File: config.mk
export PLATFORM = sky130hd
export DESIGN_NAME = order_egress_serializer
export DESIGN_NICKNAME = d
export VERILOG_FILES = /design/src/rtl/hft_pkg.sv /design/src/rtl/msg_fifo.sv /design/src/rtl/order_egress_serializer.sv
export SDC_FILE = /design/constraint.sdc
export NUM_CORES = 1
export LEC_CHECK = 0
export CAP_MARGIN = 20
export CORE_MARGIN = 4
export CORE_UTILIZATION = 45
export DETAILED_ROUTE_END_ITERATION = 10
export GPL_TIMING_DRIVEN = 0
export PLACE_DENSITY = 0.64
export SETUP_SLACK_MARGIN = 0.02
export SLEW_MARGIN = 5
export SYNTH_ARGS = -nofsm -noshare
export SYNTH_HDL_FRONTEND = slang
export SYNTH_SLANG_ARGS = --single-unit
export TNS_END_PERCENT = 5
File: constraint.sdc
create_clock -name i_clk -period 15 [get_ports i_clk]
set_clock_uncertainty 0.15 [all_clocks]
set_input_delay 4.5 -clock i_clk [delete_from_list [all_inputs] [get_ports i_clk]]
set_output_delay 4.5 -clock i_clk [all_outputs]
set_load 0.02 [all_outputs]
File: src/rtl/hft_pkg.sv
`default_nettype none
// ============================================================================
// Module      : hft_pkg
// Description : Shared definitions for the order egress path: default word
//               geometry, egress FSM state type and the whole-message type.
// Revision    : 1.0 - initial release
// ============================================================================
package hft_pkg;

    localparam int REG_WIDTH_DEF = 32;
    localparam int NUM_REGS_DEF  = 7;

    // Egress serializer states, explicit one-bit encoding.
    typedef enum logic [0:0] {
        IDLE = 1'b0,
        SEND = 1'b1
    } egress_state_t;

    // One complete message; element 0 is the first word on the wire.
    typedef logic [NUM_REGS_DEF-1:0][REG_WIDTH_DEF-1:0] msg_t;

endpackage : hft_pkg
`default_nettype wire

File: src/rtl/msg_fifo.sv
`default_nettype none
// ============================================================================
// Module      : msg_fifo
// Description : Whole-message FIFO with a word-select read port.
//               Ports: i_clk/i_reset_n clock and async active-low reset;
//               i_push/i_msg write request and message; i_pop releases the
//               head slot; i_word_idx selects a word of the head message
//               (o_rd_word); o_full/o_empty status from registered count;
//               o_push_drop flags a push rejected because the FIFO is full;
//               o_count_next_zero says the FIFO is empty after this edge.
// Revision    : 1.0 - initial release
// ============================================================================
module msg_fifo
    import hft_pkg::*;
#(
    parameter int REG_WIDTH  = REG_WIDTH_DEF,
    parameter int NUM_REGS   = NUM_REGS_DEF,
    parameter int FIFO_DEPTH = 4,
    localparam int PTR_W     = $clog2(FIFO_DEPTH),
    localparam int CNT_W     = $clog2(FIFO_DEPTH + 1),
    localparam int IDX_W     = $clog2(NUM_REGS)
) (
    input  logic                               i_clk,
    input  logic                               i_reset_n,
    input  logic                               i_push,
    input  logic [NUM_REGS-1:0][REG_WIDTH-1:0] i_msg,
    input  logic                               i_pop,
    input  logic [IDX_W-1:0]                   i_word_idx,
    output logic                               o_full,
    output logic                               o_empty,
    output logic                               o_push_drop,
    output logic                               o_count_next_zero,
    output logic [REG_WIDTH-1:0]               o_rd_word
);

    logic [NUM_REGS-1:0][REG_WIDTH-1:0] mem_q [FIFO_DEPTH];

    logic [PTR_W-1:0] wr_ptr_q, wr_ptr_d;
    logic [PTR_W-1:0] rd_ptr_q, rd_ptr_d;
    logic [CNT_W-1:0] count_q,  count_d;

    logic w_push_ok;

    assign o_full  = (count_q == CNT_W'(FIFO_DEPTH));
    assign o_empty = (count_q == '0);

    // Full is judged on the registered count only: a pop completing in the
    // same cycle does not make room, so the head slot is never overwritten.
    assign w_push_ok   = i_push && !o_full;
    assign o_push_drop = i_push &&  o_full;

    always_comb begin
        wr_ptr_d = wr_ptr_q;
        rd_ptr_d = rd_ptr_q;
        count_d  = count_q;
        if (w_push_ok) begin
            wr_ptr_d = wr_ptr_q + PTR_W'(1);
        end
        if (i_pop) begin
            rd_ptr_d = rd_ptr_q + PTR_W'(1);
        end
        case ({w_push_ok, i_pop})
            2'b10:   count_d = count_q + CNT_W'(1);
            2'b01:   count_d = count_q - CNT_W'(1);
            default: count_d = count_q;
        endcase
    end

    assign o_count_next_zero = (count_d == '0);

    always_ff @(posedge i_clk or negedge i_reset_n) begin
        if (!i_reset_n) begin
            wr_ptr_q <= '0;
            rd_ptr_q <= '0;
            count_q  <= '0;
        end else begin
            wr_ptr_q <= wr_ptr_d;
            rd_ptr_q <= rd_ptr_d;
            count_q  <= count_d;
        end
    end

    // Message storage carries no reset; occupancy is tracked by count_q.
    always_ff @(posedge i_clk) begin
        if (w_push_ok) begin
            mem_q[wr_ptr_q] <= i_msg;
        end
    end

    assign o_rd_word = mem_q[rd_ptr_q][i_word_idx];

endmodule : msg_fifo
`default_nettype wire

File: src/rtl/order_egress_serializer.sv
`default_nettype none
// ============================================================================
// Module      : order_egress_serializer
// Description : Buffers 7-word order messages from the reverse parser and
//               replays them as a valid/ready word stream with sop/last marks.
//               Ports: i_clk/i_reset_n clock and async active-low reset;
//               i_reg_1..i_reg_7 + i_valid message input (i_reg_1 = word 0);
//               o_fifo_full buffer status; o_tx_data/o_tx_valid/i_tx_ready
//               stream handshake with o_tx_sop/o_tx_last markers;
//               o_drop_count saturating count of messages lost to overflow.
// Revision    : 1.0 - initial release
// ============================================================================
module order_egress_serializer
    import hft_pkg::*;
#(
    parameter int REG_WIDTH      = REG_WIDTH_DEF,
    parameter int NUM_REGS       = NUM_REGS_DEF,
    parameter int FIFO_DEPTH     = 4,
    parameter int DROP_CNT_WIDTH = 16
) (
    input  logic                      i_clk,
    input  logic                      i_reset_n,
    input  logic [REG_WIDTH-1:0]      i_reg_1,
    input  logic [REG_WIDTH-1:0]      i_reg_2,
    input  logic [REG_WIDTH-1:0]      i_reg_3,
    input  logic [REG_WIDTH-1:0]      i_reg_4,
    input  logic [REG_WIDTH-1:0]      i_reg_5,
    input  logic [REG_WIDTH-1:0]      i_reg_6,
    input  logic [REG_WIDTH-1:0]      i_reg_7,
    input  logic                      i_valid,
    output logic                      o_fifo_full,
    output logic [REG_WIDTH-1:0]      o_tx_data,
    output logic                      o_tx_valid,
    input  logic                      i_tx_ready,
    output logic                      o_tx_sop,
    output logic                      o_tx_last,
    output logic [DROP_CNT_WIDTH-1:0] o_drop_count
);

    localparam int IDX_W = $clog2(NUM_REGS);

    egress_state_t              state_q, state_d;
    logic [IDX_W-1:0]           word_idx_q, word_idx_d;
    logic [DROP_CNT_WIDTH-1:0]  drop_count_q, drop_count_d;

    logic [NUM_REGS-1:0][REG_WIDTH-1:0] w_msg;
    logic [REG_WIDTH-1:0]               w_rd_word;
    logic w_send, w_last, w_fire, w_pop;
    logic w_fifo_empty, w_push_drop, w_count_next_zero;

    assign w_msg = {i_reg_7, i_reg_6, i_reg_5, i_reg_4, i_reg_3, i_reg_2, i_reg_1};

    assign w_send = (state_q == SEND);
    assign w_last = (word_idx_q == IDX_W'(NUM_REGS - 1));
    assign w_fire = w_send && i_tx_ready;
    assign w_pop  = w_fire && w_last;

    msg_fifo #(
        .REG_WIDTH  (REG_WIDTH),
        .NUM_REGS   (NUM_REGS),
        .FIFO_DEPTH (FIFO_DEPTH)
    ) u_msg_fifo (
        .i_clk             (i_clk),
        .i_reset_n         (i_reset_n),
        .i_push            (i_valid),
        .i_msg             (w_msg),
        .i_pop             (w_pop),
        .i_word_idx        (word_idx_q),
        .o_full            (o_fifo_full),
        .o_empty           (w_fifo_empty),
        .o_push_drop       (w_push_drop),
        .o_count_next_zero (w_count_next_zero),
        .o_rd_word         (w_rd_word)
    );

    always_comb begin
        state_d    = state_q;
        word_idx_d = word_idx_q;
        case (state_q)
            IDLE: begin
                if (!w_fifo_empty) begin
                    state_d = SEND;
                end
            end
            SEND: begin
                if (w_fire) begin
                    if (w_last) begin
                        word_idx_d = '0;
                        // Staying in SEND here is what gives gap-free
                        // back-to-back messages.
                        if (w_count_next_zero) begin
                            state_d = IDLE;
                        end
                    end else begin
                        word_idx_d = word_idx_q + IDX_W'(1);
                    end
                end
            end
            default: state_d = IDLE;
        endcase
    end

    always_comb begin
        drop_count_d = drop_count_q;
        if (w_push_drop && (drop_count_q != '1)) begin
            drop_count_d = drop_count_q + DROP_CNT_WIDTH'(1);
        end
    end

    always_ff @(posedge i_clk or negedge i_reset_n) begin
        if (!i_reset_n) begin
            state_q      <= IDLE;
            word_idx_q   <= '0;
            drop_count_q <= '0;
        end else begin
            state_q      <= state_d;
            word_idx_q   <= word_idx_d;
            drop_count_q <= drop_count_d;
        end
    end

    // All stream outputs derive from registered state only, so they clear
    // the instant reset asserts and never depend on i_tx_ready.
    assign o_tx_valid   = w_send;
    assign o_tx_data    = w_send ? w_rd_word : '0;
    assign o_tx_sop     = w_send && (word_idx_q == '0);
    assign o_tx_last    = w_send && w_last;
    assign o_drop_count = drop_count_q;

endmodule : order_egress_serializer
`default_nettype wire
[After elaboration in Yosys (flattened, before gate mapping)]
Memory sizes are Yosys's and may differ from the RTL's.
Index checks and enable logic that the tools add are counted.
Storage, ports and cells
  register bits: 27
  bits in writable memories: 896
  word-level logic and storage cells: 44
  memories: 1
Memories
  u_msg_fifo.mem_q: words 4, bits a word 224, rd ports 1, clocked after Yosys merged registers in 0, wr ports 1, line msg_fifo.sv:36  | logic [NUM_REGS-1:0][REG_WIDTH-1:0] mem_q [FIFO_DEPTH];
Cells by class
  add/subtract/negate cells: 6
  magnitude comparators: 1
  equal/unequal tests: 5
  mux-type cells: 12
  bitwise gates (word level): 1
  reductions and logical operators: 12
Operator list (number)
  $bmux W32 S3: 1
  $mux W32: 2
  $add A16 B1 Y16 const B: 1
  $ne A16 B16 Y1 const B: 1
  $logic_not A3 Y1: 3
  $logic_and A1 B1 Y1: 7
  $add A3 B1 Y3 const B: 2
  $eq A3 B3 Y1 const B: 2
  $mux W1: 6
  $pmux W3 S2: 1
  $add A2 B1 Y2 const B: 2
  $lt A3 B4 Y1 const B: 1
  $mux W3: 1
  $sub A3 B1 Y3 const B: 1
  $eq A2 B1 Y1 const B: 1
  $eq A2 B2 Y1 const B: 1
  $pmux W1 S2: 1
  $reduce_and A2 Y1: 1
  $logic_not A1 Y1: 1
  $not A1 Y1: 1

[Logic depth before layout (Yosys ltp)]
  depth after elaboration: 10
  gate-level depth with buffers: 10

[Hierarchy]
A second synthesis with hierarchy kept.
Second synthesis, totals
  cells, all modules: 1679
  area total of the unflattened synthesis: 35646.7 sq um
Modules (own cells, without submodules)
  msg_fifo: times used 1, cells each 1551, area each 34418.0 sq um, seq. area each 27081.0 sq um
  order_egress_serializer: times used 1, cells each 128, area each 1228.7 sq um, seq. area each 500.5 sq um

[Worst setup path after synthesis]
Ideal clock, no wire load.
  kind: input port to flip-flop
  start: in i_valid
  end: mem u_msg_fifo.mem_q[0][0] (netlist bit) (enable)
  setup time: 0.613 ns
  arrival: 9.969 ns
  data required time: 14.237 ns
  slack: 4.269 ns
  stages on the path: 3
  path buffers: 1
  path through: nor2b_1 clkbuf_1 and2_1
On the way
  cells in the longest elaborated chain, start to end: 3
Ends and longest elaborated chain
  from (decl): line order_egress_serializer.sv:30  | input logic i_valid,
  $logic_and A1 B1 Y1: line msg_fifo.sv:49  | assign w_push_ok = i_push && !o_full;
  $mux W1: line msg_fifo.sv:85  | if (w_push_ok) begin
  $mux W1 (not written as such): line msg_fifo.sv:86  | mem_q[wr_ptr_q] <= i_msg;
  to (decl): line msg_fifo.sv:36
No other way between the ends.

[Worst setup path in the final report]
  start: reg word_idx_q[1]
  end: out o_tx_data[18]
On the way
  cells in the longest elaborated chain, start to end: 3
Ends and longest elaborated chain
  from (decl): line order_egress_serializer.sv:43  | logic [IDX_W-1:0] word_idx_q, word_idx_d;
  from (signal assigned): line order_egress_serializer.sv:117  | word_idx_q <= word_idx_d;
  $bmux W32 S3: line msg_fifo.sv:90  | assign o_rd_word = mem_q[rd_ptr_q][i_word_idx];
  $mux W32 (not written as such): line msg_fifo.sv:90
  $mux W32: line order_egress_serializer.sv:125  | assign o_tx_data = w_send ? w_rd_word : '0;
  to (decl): line order_egress_serializer.sv:32  | output logic [REG_WIDTH-1:0] o_tx_data,
No other way between the ends. The select of a mux whose other input is x is not followed.

==> impl_metrics.toml <==
[timing]
worst_pin_slew_ns = 0.9332
period_share_pct = 56.63
slew_headroom_pct = 37.79
slew_viol_final = 0
rsz0062_at_grt = "no"
hold_slack_ns = 0.3383
max_freq_mhz = 117.7
setup_tns_ns = 0
setup_violations = 0
finalHoldViolations = 0
min_period_ns = 8.495

[critical_path]
timing.rr.end = "u_msg_fifo.mem_q[2][80]"
critical_path_arrival_ns = 3.85
crit-reg2reg-launch = "u_msg_fifo.count_q[2]"
critPathKind = "reg2out"
cp_num_buf_inv = 3
path_max_fanout = 10
cpMostUsedCell = "clkbuf_1"
critical_path.top_delay_family = "buffers and inverters"
cp-end-kind = "primary output"
r2r_slack_ns = 11.72
r2r_cells = 7
worstSetupStartpointType = "register"
slowest_stage = "a211oi_1"
cp_cell_sequence = "or3_1 > clkbuf_1 > clkbuf_1 > o22ai_1 > a211oi_1 > a211oi_2 > clkdlybuf4s50_1"
max_stage_delay_ns = 0.66
crit_required_ns = 10.35

[global_routing]
grt_start_max_net_pins = 53
grtUsageMet3_pct = 5.651
grt_busiest_layer = "met2"
grt_pass1_wl_um = 123800
met2_usage_pct = 34.02
first_global_vias = 18330
antenna_found_initial = 27
grt_overflow = 0
grtUsageMet1_pct = 27.56
globalRouteTotalUtil_pct = 20.64

[clock_network]
clk_latency_ns = 0.64
cts-root-buf = "clkbuf_16"
post_cts_resized = 0
h-tree-depth = 3
cts_hold_buffers = 0
path_clk_slew_ns = 0.06
clk_path_buf_depth = 3
cts_tree = "done"
cts_made_buffers = 94
cts.sinks = 923
post_cts_buffers = 0

[yosys]
async_flop_share_pct = 2.925
synth-edff-count = 896
ys_types = 46
avgSynthCellArea_um2 = 21.50
synth_flop_cell = "edfxtp_1"
syn-cell-area_um2 = 35350
ys_warn_count = 0
yosysSeqAreaShare_pct = 78.03
ys_seq_elements = 923
synth_cells = 1644
synthesis.nets = 1879

[hold_path]
hp-class = "reg2reg"
min_delay_path_depth = 1
worstHoldStart = "o_drop_count[15]"
worstHoldEndpoint = "o_drop_count[15]"

[drt]
avgViaCountPerCell = 5.651
drt_iter0_markers = 1603
dr.pass1.iters = 5
via_count = 17940
ant_nets = 0
wire_per_inst_um = 27.10
route.detailed.drc = 0
wl_um = 86010

[power]
p_sw_share_pct = 31.84
internal-power_mw = 5.846
p_sw_mw = 2.731
p_leak_nw = 13.93
powerDensity_nw_per_um2 = 199.8
comb_power_share_pct = 33.5
total_power_mw = 8.576
power.share.sequential_pct = 40.7
p_clk_share_pct = 25.8
peakVddDrop_v = 0.0001513

[run_status]
outcome = "finished clean"

[final_layout]
drive_above_1_share_pct = 18.84
final_util_pct = 55.33
fillers = 5989
area_growth_pct = 21.47
final_cell_mix = "edfxtp_1 (896), clkdlybuf4s50_1 (279), mux4_2 (160)"
fin_nets = 2273
final_common_cell = "edfxtp_1"

[die]
coreArea_um2 = 77590
num_rows = 102
start_util_pct = 45.55
die-area_um2 = 83100
ios = 280
die_height_um = 288.3
die_x_um = 288.3

[flow_run]
drv_cap = 0

[placed_design]
hpwl_um = 58500
port_buffers = 279
gp_congestion = 0.7822
## synth_stat cells (all sizes together), types with 2 or more instances
cell    count  area, um^2
nor2b       3       18.77
or2         2       12.52
o21ai      35       175.2
inv         4       15.01
mux2i     127        1271
buf        63       417.9
nor3        9       45.04
and2        5       31.28
xor2       17       148.9
nor3b       2       15.01
a22oi      32       240.2
nand4       5       31.28
nand2      12       45.04
clkbuf     36       135.1
nor4        5       31.28
ha          6       75.07
edfxtp    896       26910
nand2b      2       12.51
mux2        3       33.78
nor2       11       41.29
or3b        2       17.52
nand3       5       25.02
a41oi       2       17.52
mux4      160        3603
a211oi     63       573.1
dfrtp      27       675.7
o22ai      94       588.1
xnor2       4       35.03
## flip-flops by register name (all words and copies together), names as in the netlist
name / flops
word_idx_q: 3
o_drop_count: 16
u_msg_fifo.count_q: 3
u_msg_fifo.wr_ptr_q: 2
o_tx_valid: 1
u_msg_fifo.mem_q: 896
u_msg_fifo.rd_ptr_q: 2
## worst max path at each step
stage	start	end	slack [ns]	depth (start not counted)
2_1_floorplan	i_valid	u_msg_fifo.mem_q[0][0]	4.27	3
3_3_place_gp	i_valid	u_msg_fifo.mem_q[3][109]	-0.88	4
3_5_place_dp	word_idx_q[1]	o_tx_data[19]	7.20	7
4_1_cts	word_idx_q[1]	o_tx_data[19]	6.49	7
5_1_grt	word_idx_q[1]	o_tx_data[17]	6.40	7
6_report	word_idx_q[1]	o_tx_data[18]	6.50	7
## power by group through the flow
stage               combinational, mW  sequential, mW  clock, mW
floorplan                        1.72            3.64          0
global placement                 2.81            3.77          0
detailed placement               2.91            3.54          0
CTS                              2.93            3.49       2.26
global route                     3.05            3.53       2.37
finish                           2.87            3.49       2.22
## metal layers
metal / vias up / wire length (um)
met2: 650 / 42460
li1: 7782 / -
met1: 9380 / 34560
met3: 111 / 7018
met4: 12 / 1896
met5: - / 78
## cells by family (layout without fill, tap and decap cells)
logic type / after synthesis / in the layout / share of synthesized area (%)
DFF: 923 / 923 / 78.03
muxes: 290 / 290 / 13.89
AOI/OAI and AO/OA: 232 / 232 / 4.644
buffers and inverters: 103 / 571 / 1.607
and+or+nand+nor: 68 / 68 / 1.041
xor gates and xnor gates: 21 / 21 / 0.5203
adders and majority gates: 7 / 7 / 0.2690
other: 0 / 22 / 0
## worst reg2reg max path: cells and delay by family (launching register included)
family | cells | cell delay (ns)
buf+inv | 4 | 1.32
simple gates | 3 | 0.99
flops | 1 | 0.41
## final cells by class
type                            instances  area, um^2  share of cell area (%)
Inverter                                4       15.01                 0.03497
Multi-Input combinational cell        618        7207                   16.79
Clock buffer                          116        2466                   5.744
Clock inverter                         54       446.7                   1.040
Sequential cell                       923       27580                   64.24
Buffer                                 99       553.0                   1.288
Timing Repair Buffer                  298        3308                   7.705
Tap cell                             1040        1301                   3.031
Antenna cell                           22       55.05                  0.1282
## metrics by stage
| stage | instance area (um^2) | setup WS, ns | instances |
|---|---|---|---|
| finish | 42930 | 6.505 | 3174 |
| global route | 42880 | 6.397 | 3153 |
| CTS | 42880 | 6.489 | 3152 |
| detailed placement | 39970 | 7.198 | 2982 |
| global placement | 39440 | -0.8847 | 2963 |
| floorplan | 35350 | 4.269 | 1644 |
Power figures use the tool's default switching activity.
